`src/rtl/if_cic_decimator.sv`:
```
// 3-stage CIC decimator (differential delay 1) for the IF path, ratio 2..255.
// Optional gain normalisation is compiled in with the IF_CIC_GAIN_NORM_EN macro.
module if_cic_decimator #(
  parameter int DATA_W = 12,
  parameter int OUT_W  = DATA_W + 24
) (
  input  logic              clk,
  input  logic              rst_n,
  input  logic              clr,
  input  logic [7:0]        dec_ratio,
  input  logic [DATA_W-1:0] in_data,
  input  logic              in_valid,
  output logic              in_ready,
  output logic [OUT_W-1:0]  out_data,
  output logic              out_valid,
  input  logic              out_ready
);

  logic [OUT_W-1:0] int1_q, int1_d, int2_q, int2_d, int3_q, int3_d;
  logic [OUT_W-1:0] dly1_q, dly1_d, dly2_q, dly2_d, dly3_q, dly3_d;
  logic [OUT_W-1:0] out_data_q, out_data_d;
  logic             out_valid_q, out_valid_d;
  logic [7:0]       cnt_q, cnt_d;
  logic [7:0]       r_lat_q, r_lat_d;

  logic [OUT_W-1:0] x_ext;
  logic [OUT_W-1:0] int1_sum, int2_sum, int3_sum;
  logic [OUT_W-1:0] comb1, comb2, comb3;
  logic [OUT_W-1:0] out_next;
  logic [7:0]       r_in;
  logic             last_cnt, accept, close;

  always_comb begin
    x_ext    = {{(OUT_W - DATA_W){in_data[DATA_W-1]}}, in_data};
    r_in     = (dec_ratio < 8'd2) ? 8'd2 : dec_ratio;
    last_cnt = (cnt_q == r_lat_q - 8'd1);
    // Only the frame-closing accept needs the output register to be free.
    in_ready = !(last_cnt && out_valid_q && !out_ready);
    accept   = in_valid && in_ready;
    close    = accept && last_cnt;
    int1_sum = int1_q + x_ext;
    int2_sum = int2_q + int1_sum;
    int3_sum = int3_q + int2_sum;
    comb1    = int3_sum - dly1_q;
    comb2    = comb1 - dly2_q;
    comb3    = comb2 - dly3_q;
  end

`ifdef IF_CIC_GAIN_NORM_EN
  // Shift of 3*ceil(log2(R)) removes the R^3 CIC gain, rounding half up.
  function automatic logic [4:0] norm_shift(input logic [7:0] r);
    logic [3:0] lg;
    lg = 4'd0;
    for (int b = 1; b <= 8; b++) begin
      if ((9'd1 << (b - 1)) < {1'b0, r}) lg = 4'(b);
    end
    return 5'(lg) + 5'(lg) + 5'(lg);
  endfunction

  logic [4:0]             shift_amt;
  logic signed [OUT_W:0]  y_ext, rnd_c, y_rnd;

  always_comb begin
    shift_amt = norm_shift(r_lat_q);
    y_ext     = $signed({comb3[OUT_W-1], comb3});
    rnd_c     = $signed((OUT_W + 1)'(1) << (shift_amt - 5'd1));
    y_rnd     = y_ext + rnd_c;
    out_next  = OUT_W'(y_rnd >>> shift_amt);
  end
`else
  assign out_next = comb3;
`endif

  always_comb begin
    int1_d      = int1_q;
    int2_d      = int2_q;
    int3_d      = int3_q;
    dly1_d      = dly1_q;
    dly2_d      = dly2_q;
    dly3_d      = dly3_q;
    out_data_d  = out_data_q;
    out_valid_d = out_valid_q;
    cnt_d       = cnt_q;
    r_lat_d     = r_lat_q;
    if (clr) begin
      int1_d      = '0;
      int2_d      = '0;
      int3_d      = '0;
      dly1_d      = '0;
      dly2_d      = '0;
      dly3_d      = '0;
      out_data_d  = '0;
      out_valid_d = 1'b0;
      cnt_d       = 8'd0;
      r_lat_d     = r_in;
    end else begin
      if (accept) begin
        int1_d = int1_sum;
        int2_d = int2_sum;
        int3_d = int3_sum;
        cnt_d  = close ? 8'd0 : cnt_q + 8'd1;
      end
      if (close) begin
        dly1_d      = int3_sum;
        dly2_d      = comb1;
        dly3_d      = comb2;
        out_data_d  = out_next;
        out_valid_d = 1'b1;
      end else if (out_valid_q && out_ready) begin
        out_valid_d = 1'b0;
      end
      // Ratio is sampled only between frames so a frame never changes length.
      if (cnt_q == 8'd0) r_lat_d = r_in;
    end
  end

  always_ff @(posedge clk or negedge rst_n) begin
    if (!rst_n) begin
      int1_q      <= '0;
      int2_q      <= '0;
      int3_q      <= '0;
      dly1_q      <= '0;
      dly2_q      <= '0;
      dly3_q      <= '0;
      out_data_q  <= '0;
      out_valid_q <= 1'b0;
      cnt_q       <= 8'd0;
      r_lat_q     <= 8'd2;
    end else begin
      int1_q      <= int1_d;
      int2_q      <= int2_d;
      int3_q      <= int3_d;
      dly1_q      <= dly1_d;
      dly2_q      <= dly2_d;
      dly3_q      <= dly3_d;
      out_data_q  <= out_data_d;
      out_valid_q <= out_valid_d;
      cnt_q       <= cnt_d;
      r_lat_q     <= r_lat_d;
    end
  end

  assign out_data  = out_data_q;
  assign out_valid = out_valid_q;

endmodule

```
`config.mk`:
```
export PLATFORM = sky130hd
export DESIGN_NAME = if_cic_decimator
export DESIGN_NICKNAME = d
export VERILOG_FILES = /design/src/rtl/if_cic_decimator.sv
export SDC_FILE = /design/constraint.sdc
export NUM_CORES = 1
export LEC_CHECK = 0
export BUFFER_PORTS_ARGS = -buffer_cell sky130_fd_sc_hd__buf_2
export CAP_MARGIN = 0
export CORE_ASPECT_RATIO = 0.75
export CORE_MARGIN = 2
export CORE_UTILIZATION = 64
export CTS_CLUSTER_DIAMETER = 60
export DETAILED_ROUTE_END_ITERATION = 10
export PLACE_DENSITY = 0.85
export SYNTH_ARGS = -nofsm -noshare
export SYNTH_HDL_FRONTEND = slang
export SYNTH_SLANG_ARGS = --single-unit
```
`constraint.sdc`:
```
create_clock -name clk -period 12.3 [get_ports clk]
set_clock_uncertainty 0.1 [all_clocks]
set_input_delay 1.23 -clock clk [delete_from_list [all_inputs] [get_ports clk]]
set_output_delay 1.23 -clock clk [all_outputs]
set_load 0.02 [all_outputs]
```
==> results.md, run 1 <==
* Via/cell ratio at roughly 6
* CP endpoint kind: flop
* Fill cells at about 2,600
* Die H at about 160 µm
* WL met1 at between 20,000 and 25,000 µm
* Final cycle utilization of the critical path at 96.5%
* CTS tree: done
* Die area at about 35,000 µm²
* Clock root buffer: clkbuf_16
* Syn_area_per_cell at 8.00 µm²
* Clock Sinks at around 270
* DRC at 0
* Core Box Area at 33,300 µm²
* Hold wc startpoint: r_lat_q[1]$_DFFE_PN1P_
* R2r worst-path depth at 59
* Critical Path Max Stage Delay at between 0.4 and 0.5 ns
* Sequential share of the synthesized area at between 30% and 40%
* Antenna Cells at 0
* CTS H-tree depth at 1
* Share of cells above drive strength 1 at slightly below 9%
* Clock slew at reported path FFs at 0.06 ns
* Cells after Synth at between 2,000 and 3,000
* Routed wire length at around 53,000 µm
* Max-Cap Viols at 0
* Worst endpoint data arrival time at 12.26 ns
* Max_slew headroom at 27.3%
* Synth top area share at 31.2%
* Synth cell types at between 80 and 90
* Syn Nets at 2,941
* Area leader, netlist: dfrtp_1
* Achievable Freq at about 84 MHz
* CTS buffer count at 30
* Initial antenna violation count at 0
* Post-synth top cells: 511 x nand2_1, 384 x a21oi_1, 268 x dfrtp_1
* Crit-path slowest cell: or3_1
* Clk Latency, worst-skew pair at just under 0.6 ns
* CP Data Required Time at around 13 ns
* Vias in the first global route at ~18,000
* Port Buf Inserts at between 60 and 70
* Setup violators final at 0
* Antenna-violating nets left at 0
* CP Launch Type: input port
* Global-route usage over all layers at 29.2%
* WL met3 at about 2800 µm
* Outcome: finished, final reports clean
* Most common cell in the netlist: nand2_1
* Synthesized area at ~21,000 µm²
* First-pass DRT Iterations at 6
* Critical path type: in -> reg
* Synth top area cells: dfrtp_1 31%, ha_1 13%, a21oi_1 8.9%
* Final slew viol count at 0
* Yosys warns at 0
* Initial Util at ~65%
* # rows at 58
* Initial DRC Count at ~1,800
* Global-route wire length before repair at just under 90,000 µm
* Top Ports at 63
* Via count at just under 20,000
* Worst-Margin Slew at ~1.1 ns
* Overflow after GRT at 0
* Final net count at roughly 3,000
* Synthesis-stage register bit count at 269
* Hold depth at 2
* RR Endpoint: out_data[35]$_DFFE_PN0P_
* Die width at 216 µm
* GPL Wtd Cong at 0.951
* Top_reg_cell synth: dfrtp_1
* Top layer reached by signal wires: met4
* Hold Path Class: reg -> reg
* HPWL after DPL at 36,600 µm
* Hold Vio Cnt, Final at 0
* Worst Hold End: r_lat_q[1]$_DFFE_PN1P_
* Fin crit period at 11.87 ns
* Area grow syn2layout at 10.4%
* Most used cell, CP: a21o_1
* Largest net degree at the start of global routing at 96
* Worst hold slack at 0.412 ns
* Wirelength per Cell at around 16 µm
* R2r startpoint: int1_q[0]$_DFFE_PN0P_
* R2r setup slk at ~0.8 ns
* FFs w/ async S/R, synth at 100%
* Max clock buf depth at 3
* Critical Path Fanout Max at 6
* Wire length on met2 at between 20,000 and 25,000 µm
* Post-cts hold buffer count at 0
* EDFF count, synth at 0
cell usage in the layout (no fill, tap or decap), drive strengths merged, types with 8 or more instances in the layout:
cell type / Yosys / final
a211oi: 31 / 31
a21boi: 10 / 10
a21o: 88 / 88
a21oi: 384 / 384
a31oi: 19 / 19
and2: 9 / 9
and3: 16 / 16
buf: 2 / 113
clkbuf: 95 / 43
dfrtp: 268 / 268
ha: 223 / 223
inv: 168 / 169
nand2: 511 / 511
nand2b: 28 / 28
nand3: 42 / 42
nand4: 20 / 20
nor2: 161 / 161
nor2b: 29 / 29
nor3: 38 / 38
nor4: 8 / 8
nor4b: 10 / 10
o211ai: 21 / 21
o21a: 29 / 29
o21ai: 101 / 101
o21bai: 29 / 29
o31ai: 14 / 14
or2: 8 / 8
or3: 14 / 14
xnor2: 127 / 127
xor2: 78 / 78
state kept, by name, indices dropped and copies added, names as in the netlist:
register and flops:
dly1_q 36, dly2_q 36, dly3_q 36, int1_q 36, int2_q 36, int3_q 36, out_data 36, cnt_q 8
r_lat_q 8, out_valid 1
layout make-up:
cell class                 instances  area (µm²)  area share (%)
inverter                         169         634            2.67
clock inverter                    13         223           0.939
clock buffer                      42         857            3.61
multi-input combinational       2152       14000            59.0
timing repair buffer             114         719            3.03
sequential                       269        6730            28.4
tap                              450         563            2.37
metal layers:
metal  up-vias  GRT usage (%)
met5         -              0
met1      9235           40.6
met3        90           3.62
met4         0           7.27
met2       560           48.7
li1       9422              -
cells by family after synthesis:
| family | Yosys count | synth area share [%] |
|---|---|---|
| and+or+nand+nor | 914 | 18.6 |
| AOI/OAI and AO/OA | 792 | 22.7 |
| DFF | 269 | 31.3 |
| buffers and inverters | 266 | 4.65 |
| adders and majority gates | 229 | 13.5 |
| xor gates and xnor gates | 207 | 8.64 |
| muxes | 10 | 0.507 |
timing repair:
| item | CTS | global route |
|---|---|---|
| setup buffers | 0 | 15 |
| endpoints found under the setup margin | 0 | 9 |
| resized for setup | 0 | 44 |
metrics by stage:
stage	worst slack, ns	util (%)	TNS [ns]	area [µm²]	cells
after floorplan	0.591	-	0	21500	2687
after global placement	0.176	67.0	0	22300	3139
after detailed placement	-0.371	67.0	-0.808	22300	3139
after CTS	0.0951	70.3	0	23400	3194
after global routing	-0.113	71.2	-0.185	23700	3209
final	0.427	71.2	0	23700	3209
worst max path at each step:
stage	slack, ns	start	end	cells after the start
after floorplan	0.59	in_data[0]	out_data[35]$_DFFE_PN0P_	51
after global placement	0.18	in_data[0]	out_data[34]$_DFFE_PN0P_	56
after detailed placement	-0.37	in_data[0]	out_data[35]$_DFFE_PN0P_	60
after CTS	0.1	in_data[0]	out_data[35]$_DFFE_PN0P_	59
after global routing	-0.11	in_data[0]	out_data[35]$_DFFE_PN0P_	58
final	0.43	in_data[0]	out_data[35]$_DFFE_PN0P_	60
worst max-delay path: cells and delay by family:
kind                       cells  cell delay (ns)
adders and majority gates      7             2.18
xor gates and xnor gates       7             1.32
buffers and inverters          3             0.34
AOI/OAI and AO/OA             31             5.60
and+or+nand+nor               12             1.56
Power of run 1 is not shown: default switching activity piles up to over one toggle a cycle in this logic, so the estimate is an artifact.
==> inputs of run 2 (changes only) <==
--- a/config.mk
+++ b/config.mk
@@ -7,9 +7,11 @@
 export LEC_CHECK = 0
 export BUFFER_PORTS_ARGS = -buffer_cell sky130_fd_sc_hd__buf_2
 export CAP_MARGIN = 0
+export CELL_PAD_IN_SITES_DETAIL_PLACEMENT = 1
+export CELL_PAD_IN_SITES_GLOBAL_PLACEMENT = 2
 export CORE_ASPECT_RATIO = 0.75
 export CORE_MARGIN = 2
-export CORE_UTILIZATION = 64
+export CORE_UTILIZATION = 39
 export CTS_CLUSTER_DIAMETER = 60
 export DETAILED_ROUTE_END_ITERATION = 10
 export PLACE_DENSITY = 0.85
==> run 2 against run 1 <==
Against the previous run:
- worst hold slack about the same
- die area is 63% higher
- sequential share of layout area is 1.2 points lower
- register-to-register slack better by 0.04 ns
- core utilization shrank 26 points
- first-iteration DRC count fell by 46%
- maximum frequency up 0.26%
- via count about the same
- final area is 4.4% higher
- wire length increased by 14%
- final cell count grew 11%
- critical endpoint unchanged
- global-route usage fell by 8.1 points
- critical path type unchanged
==> results.md, run 2 (synthesized netlist as in run 1, its figures left out) <==
* Port Buf Inserts at 62 (unchanged)
* Hold depth at 2 (unchanged)
* Clock slew at reported path FFs at 0.06 ns (about the same)
* CTS tree: done
* R2r worst-path depth at 58 (-1.7%)
* Share of cells above drive strength 1 at 11.4% (+2.7 points)
* Antenna Cells at 0 (unchanged)
* Routed wire length at 60,200 µm (+14%)
* Via count at 19,300 (-0.047%)
* Die area at 57,000 µm² (+63%)
* Fill cells at 6,590 (+160%)
* Setup violators final at 0 (unchanged)
* Overflow after GRT at 0 (unchanged)
* GPL Wtd Cong at 0.904 (-4.9%)
* # rows at 74 (+28%)
* CP endpoint kind: flop
* Clock Sinks at 269 (unchanged)
* Antenna-violating nets left at 0 (unchanged)
* Core Box Area at 54,400 µm² (+63%)
* Fin crit period at 11.84 ns (-0.0309 ns)
* Unrepaired setup endpoints after global routing: true
* Die H at 207 µm (+27%)
* Vias in the first global route at 20,100 (+9.3%)
* Final design utilization at 45.5% (-26 points)
* Post-cts hold buffer count at 0 (unchanged)
* Critical Path Fanout Max at 6 (unchanged)
* Commonest non-fill, non-tap cell in the layout: nand2_1
* Wirelength per Cell at 16.9 µm (+3.1%)
* Max clock buf depth at 3 (unchanged)
* Final Cell Area at 24,800 µm² (+4.4%)
* Critical path type: in -> reg
* CP Data Required Time at 12.65 ns (-0.04 ns)
* Clock root buffer: clkbuf_16
* HPWL after DPL at 42,500 µm (+16%)
* DRC at 0 (unchanged)
* Final slew viol count at 0 (unchanged)
* Initial Util at 39.5% (-25 points)
* Worst-Margin Slew at 1.01 ns (-0.0823 ns)
* CTS H-tree depth at 2 (+1)
* Most used cell, CP: a21o_1
* Max-Cap Viols at 0 (unchanged)
* Crit-path slowest cell: a2111oi_1
* Clk Latency, worst-skew pair at 0.56 ns (-0.02 ns)
* Worst endpoint data arrival time at 12.20 ns (-0.06 ns)
* Most frequent cells in the layout: 509 x nand2_1, 372 x a21oi_1, 268 x dfrtp_1, 220 x ha_1, 168 x inv_1
* Die width at 275 µm (+28%)
* Critical Path Max Stage Delay at 0.59 ns (+0.15 ns)
* CP Launch Type: input port
* Achievable Freq at 84.4 MHz (+0.26%)
* First-pass DRT Iterations at 5 (-1)
* Cell Area, Placed at 23,100 µm² (+3.6%)
* Initial DRC Count at 941 (-46%)
* Initial antenna violation count at 0 (unchanged)
* Final net count at 3,055 (+2.2%)
* Area grow syn2layout at 15.2%
* Hold Vio Cnt, Final at 0 (unchanged)
* Outcome: finished, final reports clean
* Max_slew headroom at 32.8% (+5.5 points)
* Hold Path Class: reg -> reg
* Global-route usage over all layers at 21.1% (-8.1 points)
* Global-route wire length before repair at 101,000 µm (+16%)
* Final cycle utilization of the critical path at 96.3% (-0.25 points)
* Top Ports at 63 (unchanged)
* Largest net degree at the start of global routing at 130 (+35%)
* Via/cell ratio at 5.43 (-9.7%)
* CTS buffer count at 37 (+23%)
-- run 2: timing repair --
item                       CTS  global route
setup buffers                0            10
setup endpoints to repair    0            10
gates resized for setup      0            54
-- run 2: worst paths after layout --
| kind | end | startpoint | slack, ns |
|---|---|---|---|
| min reg2reg | out_data[14]$_DFFE_PN0P_ | out_data[14]$_DFFE_PN0P_ | 0.41 |
| max reg2reg | out_data[35]$_DFFE_PN0P_ | int1_q[0]$_DFFE_PN0P_ | 0.84 |
| max in group asynchronous | int3_q[13]$_DFFE_PN0P_ | rst_n | 9.31 |
| min in group asynchronous | dly3_q[33]$_DFFE_PN0P_ | rst_n | 0.59 |
| min | out_data[14]$_DFFE_PN0P_ | out_data[14]$_DFFE_PN0P_ | 0.41 |
| max | out_data[35]$_DFFE_PN0P_ | in_data[0] | 0.46 |
-- run 2: layout make-up --
class                           instances  area [µm²]  share of cell area (%)
Inverter                              169         634                    2.56
Clock buffer                           54        1140                    4.61
Clock inverter                         14         134                   0.541
Sequential cell                       269        6730                    27.2
Multi-Input combinational cell       2152       14100                    56.8
Tap cell                              722         903                    3.65
Timing Repair Buffer                  172        1150                    4.66
-- run 2: through the flow --
step | TNS, ns | setup slack [ns] | cells | hold slack [ns]
after global routing | -0.817 | -0.357 | 3552 | 0.436
after CTS | 0 | 0.0623 | 3542 | 0.418
after floorplan | 0 | 0.591 | 2687 | 0.365
after global placement | 0 | 0.0559 | 3474 | 0.385
after detailed placement | -0.665 | -0.343 | 3474 | 0.407
final | 0 | 0.458 | 3552 | 0.412
-- run 2: critical path, delay by kind of cell --
| kind | cells | cell delay [ns] |
|---|---|---|
| simple gates | 16 | 1.90 |
| fa+ha+maj | 7 | 2.14 |
| xor+xnor | 7 | 1.30 |
| buf+inv | 2 | 0.15 |
| compound gates | 27 | 5.46 |
-- run 2: routing by layer --
layer	vias up	part of all wire (%)	global-route usage, %
li1	9565	-	-
met1	9501	49	29.6
met2	167	47	34.8
met3	65	2.6	2.36
met4	0	1.7	4.73
met5	-	0	0
Power of run 2 is left out for the same reason.
==> inputs of run 3 (changes only) <==
--- a/config.mk
+++ b/config.mk
@@ -15,6 +15,7 @@
 export CTS_CLUSTER_DIAMETER = 60
 export DETAILED_ROUTE_END_ITERATION = 10
 export PLACE_DENSITY = 0.85
+export RECOVER_POWER = 100
 export SYNTH_ARGS = -nofsm -noshare
 export SYNTH_HDL_FRONTEND = slang
 export SYNTH_SLANG_ARGS = --single-unit
==> run 3 against run 2 <==
Against the previous run:
- the run now ends with capacitance limit, slew limit left
- sequential share of layout area is 0.069 points higher
- wire length hardly changed
- first-iteration DRC count is 1.3% higher
- critical path depth stayed put
- final cell count hardly changed
- maximum frequency hardly changed
- largest cell class unchanged
- worst hold slack better by 0.0023 ns
- die area stayed put
==> results.md, run 3 (synthesized netlist as in run 1, its figures left out) <==
* Outcome: complete, but fails checks
* Failing checks: capacitance limit, slew limit
* RR Endpoint: out_data[35]$_DFFE_PN0P_
* CTS buffer count at 37 (unchanged)
* Final cycle utilization of the critical path at 96.2% (about the same)
* Via/cell ratio at 5.43 (about the same)
* Routed wire length at 60,200 µm (about the same)
* R2r startpoint: int1_q[0]$_DFFE_PN0P_
* Post-Place Cells at 3,474 (unchanged)
* Initial Util at 39.5% (unchanged)
* # rows at 74 (unchanged)
* Overflow after GRT at 0 (unchanged)
* Initial DRC Count at 953 (+1.3%)
* Final Cell Area at 24,700 µm² (-0.25%)
* Clock Sinks at 269 (unchanged)
* Worst endpoint data arrival time at 12.18 ns (-0.02 ns)
* Core Box Area at 54,400 µm² (unchanged)
* CP Data Required Time at 12.65 ns (about the same)
* Die area at 57,000 µm² (unchanged)
* Antenna-violating nets left at 0 (unchanged)
* Final design utilization at 45.4% (-0.11 points)
* Setup violators final at 0 (unchanged)
* DRC at 0 (unchanged)
* First-pass DRT Iterations at 5 (unchanged)
* HPWL after DPL at 42,500 µm (unchanged)
* Cell Area, Placed at 23,100 µm² (unchanged)
* CTS H-tree depth at 2 (unchanged)
* Die H at 207 µm (unchanged)
* Port Buf Inserts at 62 (unchanged)
* Unrepaired setup endpoints after global routing: true
* Final slew viol count at 213 (+213)
* Hold Path Class: reg -> reg
* Crit-path slowest cell: a2111oi_1
* Non-Filler Instances at 3,553 (+0.028%)
* Fin crit period at 11.83 ns (-0.0108 ns)
* Worst hold slack at 0.414 ns (+0.00231 ns)
* Area grow syn2layout at 15.0%
* Vias in the first global route at 20,100 (unchanged)
* Hold depth at 2 (unchanged)
* Commonest non-fill, non-tap cell in the layout: nand2_1
* Wirelength per Cell at 16.9 µm (about the same)
* Most frequent cells in the layout: 509 x nand2_1, 372 x a21oi_1, 268 x dfrtp_1, 220 x ha_1, 168 x inv_1
* Die width at 275 µm (unchanged)
* Clk Latency, worst-skew pair at 0.56 ns (about the same)
* Initial antenna violation count at 0 (unchanged)
* CP endpoint kind: flop
* GPL Wtd Cong at 0.904 (unchanged)
* Global-route usage over all layers at 21.1% (unchanged)
* Via count at 19,300 (-0.067%)
* Max-Cap Viols at 3 (+3)
* Worst-Margin Slew at 5.10 ns (+4.09 ns)
* Hold wc startpoint: r_lat_q[1]$_DFFE_PN1P_
* Critical Path Fanout Max at 6 (unchanged)
* Clock slew at reported path FFs at 0.05 ns (about the same)
* Share of cells above drive strength 1 at 10.0% (-1.4 points)
* Final net count at 3,055 (unchanged)
* Max_slew headroom at -240% (-270 points)
* Critical Path Max Stage Delay at 0.59 ns (about the same)
* Hold Vio Cnt, Final at 0 (unchanged)
* CTS tree: done
* Most used cell, CP: a21o_1
* Critical path type: in -> reg
* Max clock buf depth at 3 (unchanged)
* Global-route wire length before repair at 101,000 µm (unchanged)
* Top Ports at 63 (unchanged)
* Worst Hold End: r_lat_q[1]$_DFFE_PN1P_
* Largest net degree at the start of global routing at 130 (unchanged)
* Post-cts hold buffer count at 0 (unchanged)
* R2r setup slk at 0.85 ns (about the same)
* Achievable Freq at 84.5 MHz (about the same)
* Clock root buffer: clkbuf_16
* R2r worst-path depth at 58 (unchanged)
* CP Launch Type: input port
-- run 3: cell types whose count changed in the layout (fill, tap and decap cells not counted) --
cell      before  now
clkbuf_1       4   44
buf_2         60   23
buf_4        110  108
buf_8          1    0
diode_2        0    1
-- run 3: stage by stage --
stage                     setup WS (ns)  TNS (ns)
after floorplan                   0.591         0
after global routing             -0.357    -0.817
after CTS                        0.0623         0
after detailed placement         -0.343    -0.665
final                             0.468         0
after global placement           0.0559         0
-- run 3: repair_timing --
item	CTS	global route
buffers inserted	0	10
resized for setup	0	54
setup endpoints to repair	0	10
-- run 3: area by class of cell --
class,instances,area (µm²)
fillers,6599,29700
multi-input cells,2152,14100
flip-flops and latches,269,6730
clock buffers,54,1140
repair buffers,172,1090
well taps,722,903
inverters,169,634
clock inverters,14,134
diodes,1,2.50
-- run 3: worst max-delay path: cells and delay by family --
kind / cells / cell delay [ns]
AOI/OAI and AO/OA: 27 / 5.46
xor gates and xnor gates: 7 / 1.30
adders and majority gates: 7 / 2.14
and+or+nand+nor: 16 / 1.89
buffers and inverters: 2 / 0.15
-- run 3: layer usage --
metal / GRT usage (%) / up-vias / part of all wire (%)
li1: - / 9571 / -
met1: 29.6 / 9488 / 49
met2: 34.8 / 163 / 47
met3: 2.36 / 63 / 2.6
met4: 4.73 / 0 / 1.7
met5: 0 / - / 0
-- run 3: worst max-delay path by stage --
stage                               end  cells after the start  startpoint
3_5_place_dp   out_data[35]$_DFFE_PN0P_                     55  in_data[0]
3_3_place_gp   out_data[35]$_DFFE_PN0P_                     55  in_data[0]
2_1_floorplan  out_data[35]$_DFFE_PN0P_                     51  in_data[0]
6_report       out_data[35]$_DFFE_PN0P_                     59  in_data[0]
5_1_grt        out_data[35]$_DFFE_PN0P_                     59  in_data[0]
4_1_cts        out_data[35]$_DFFE_PN0P_                     58  in_data[0]
Power of run 3 is left out for the same reason.
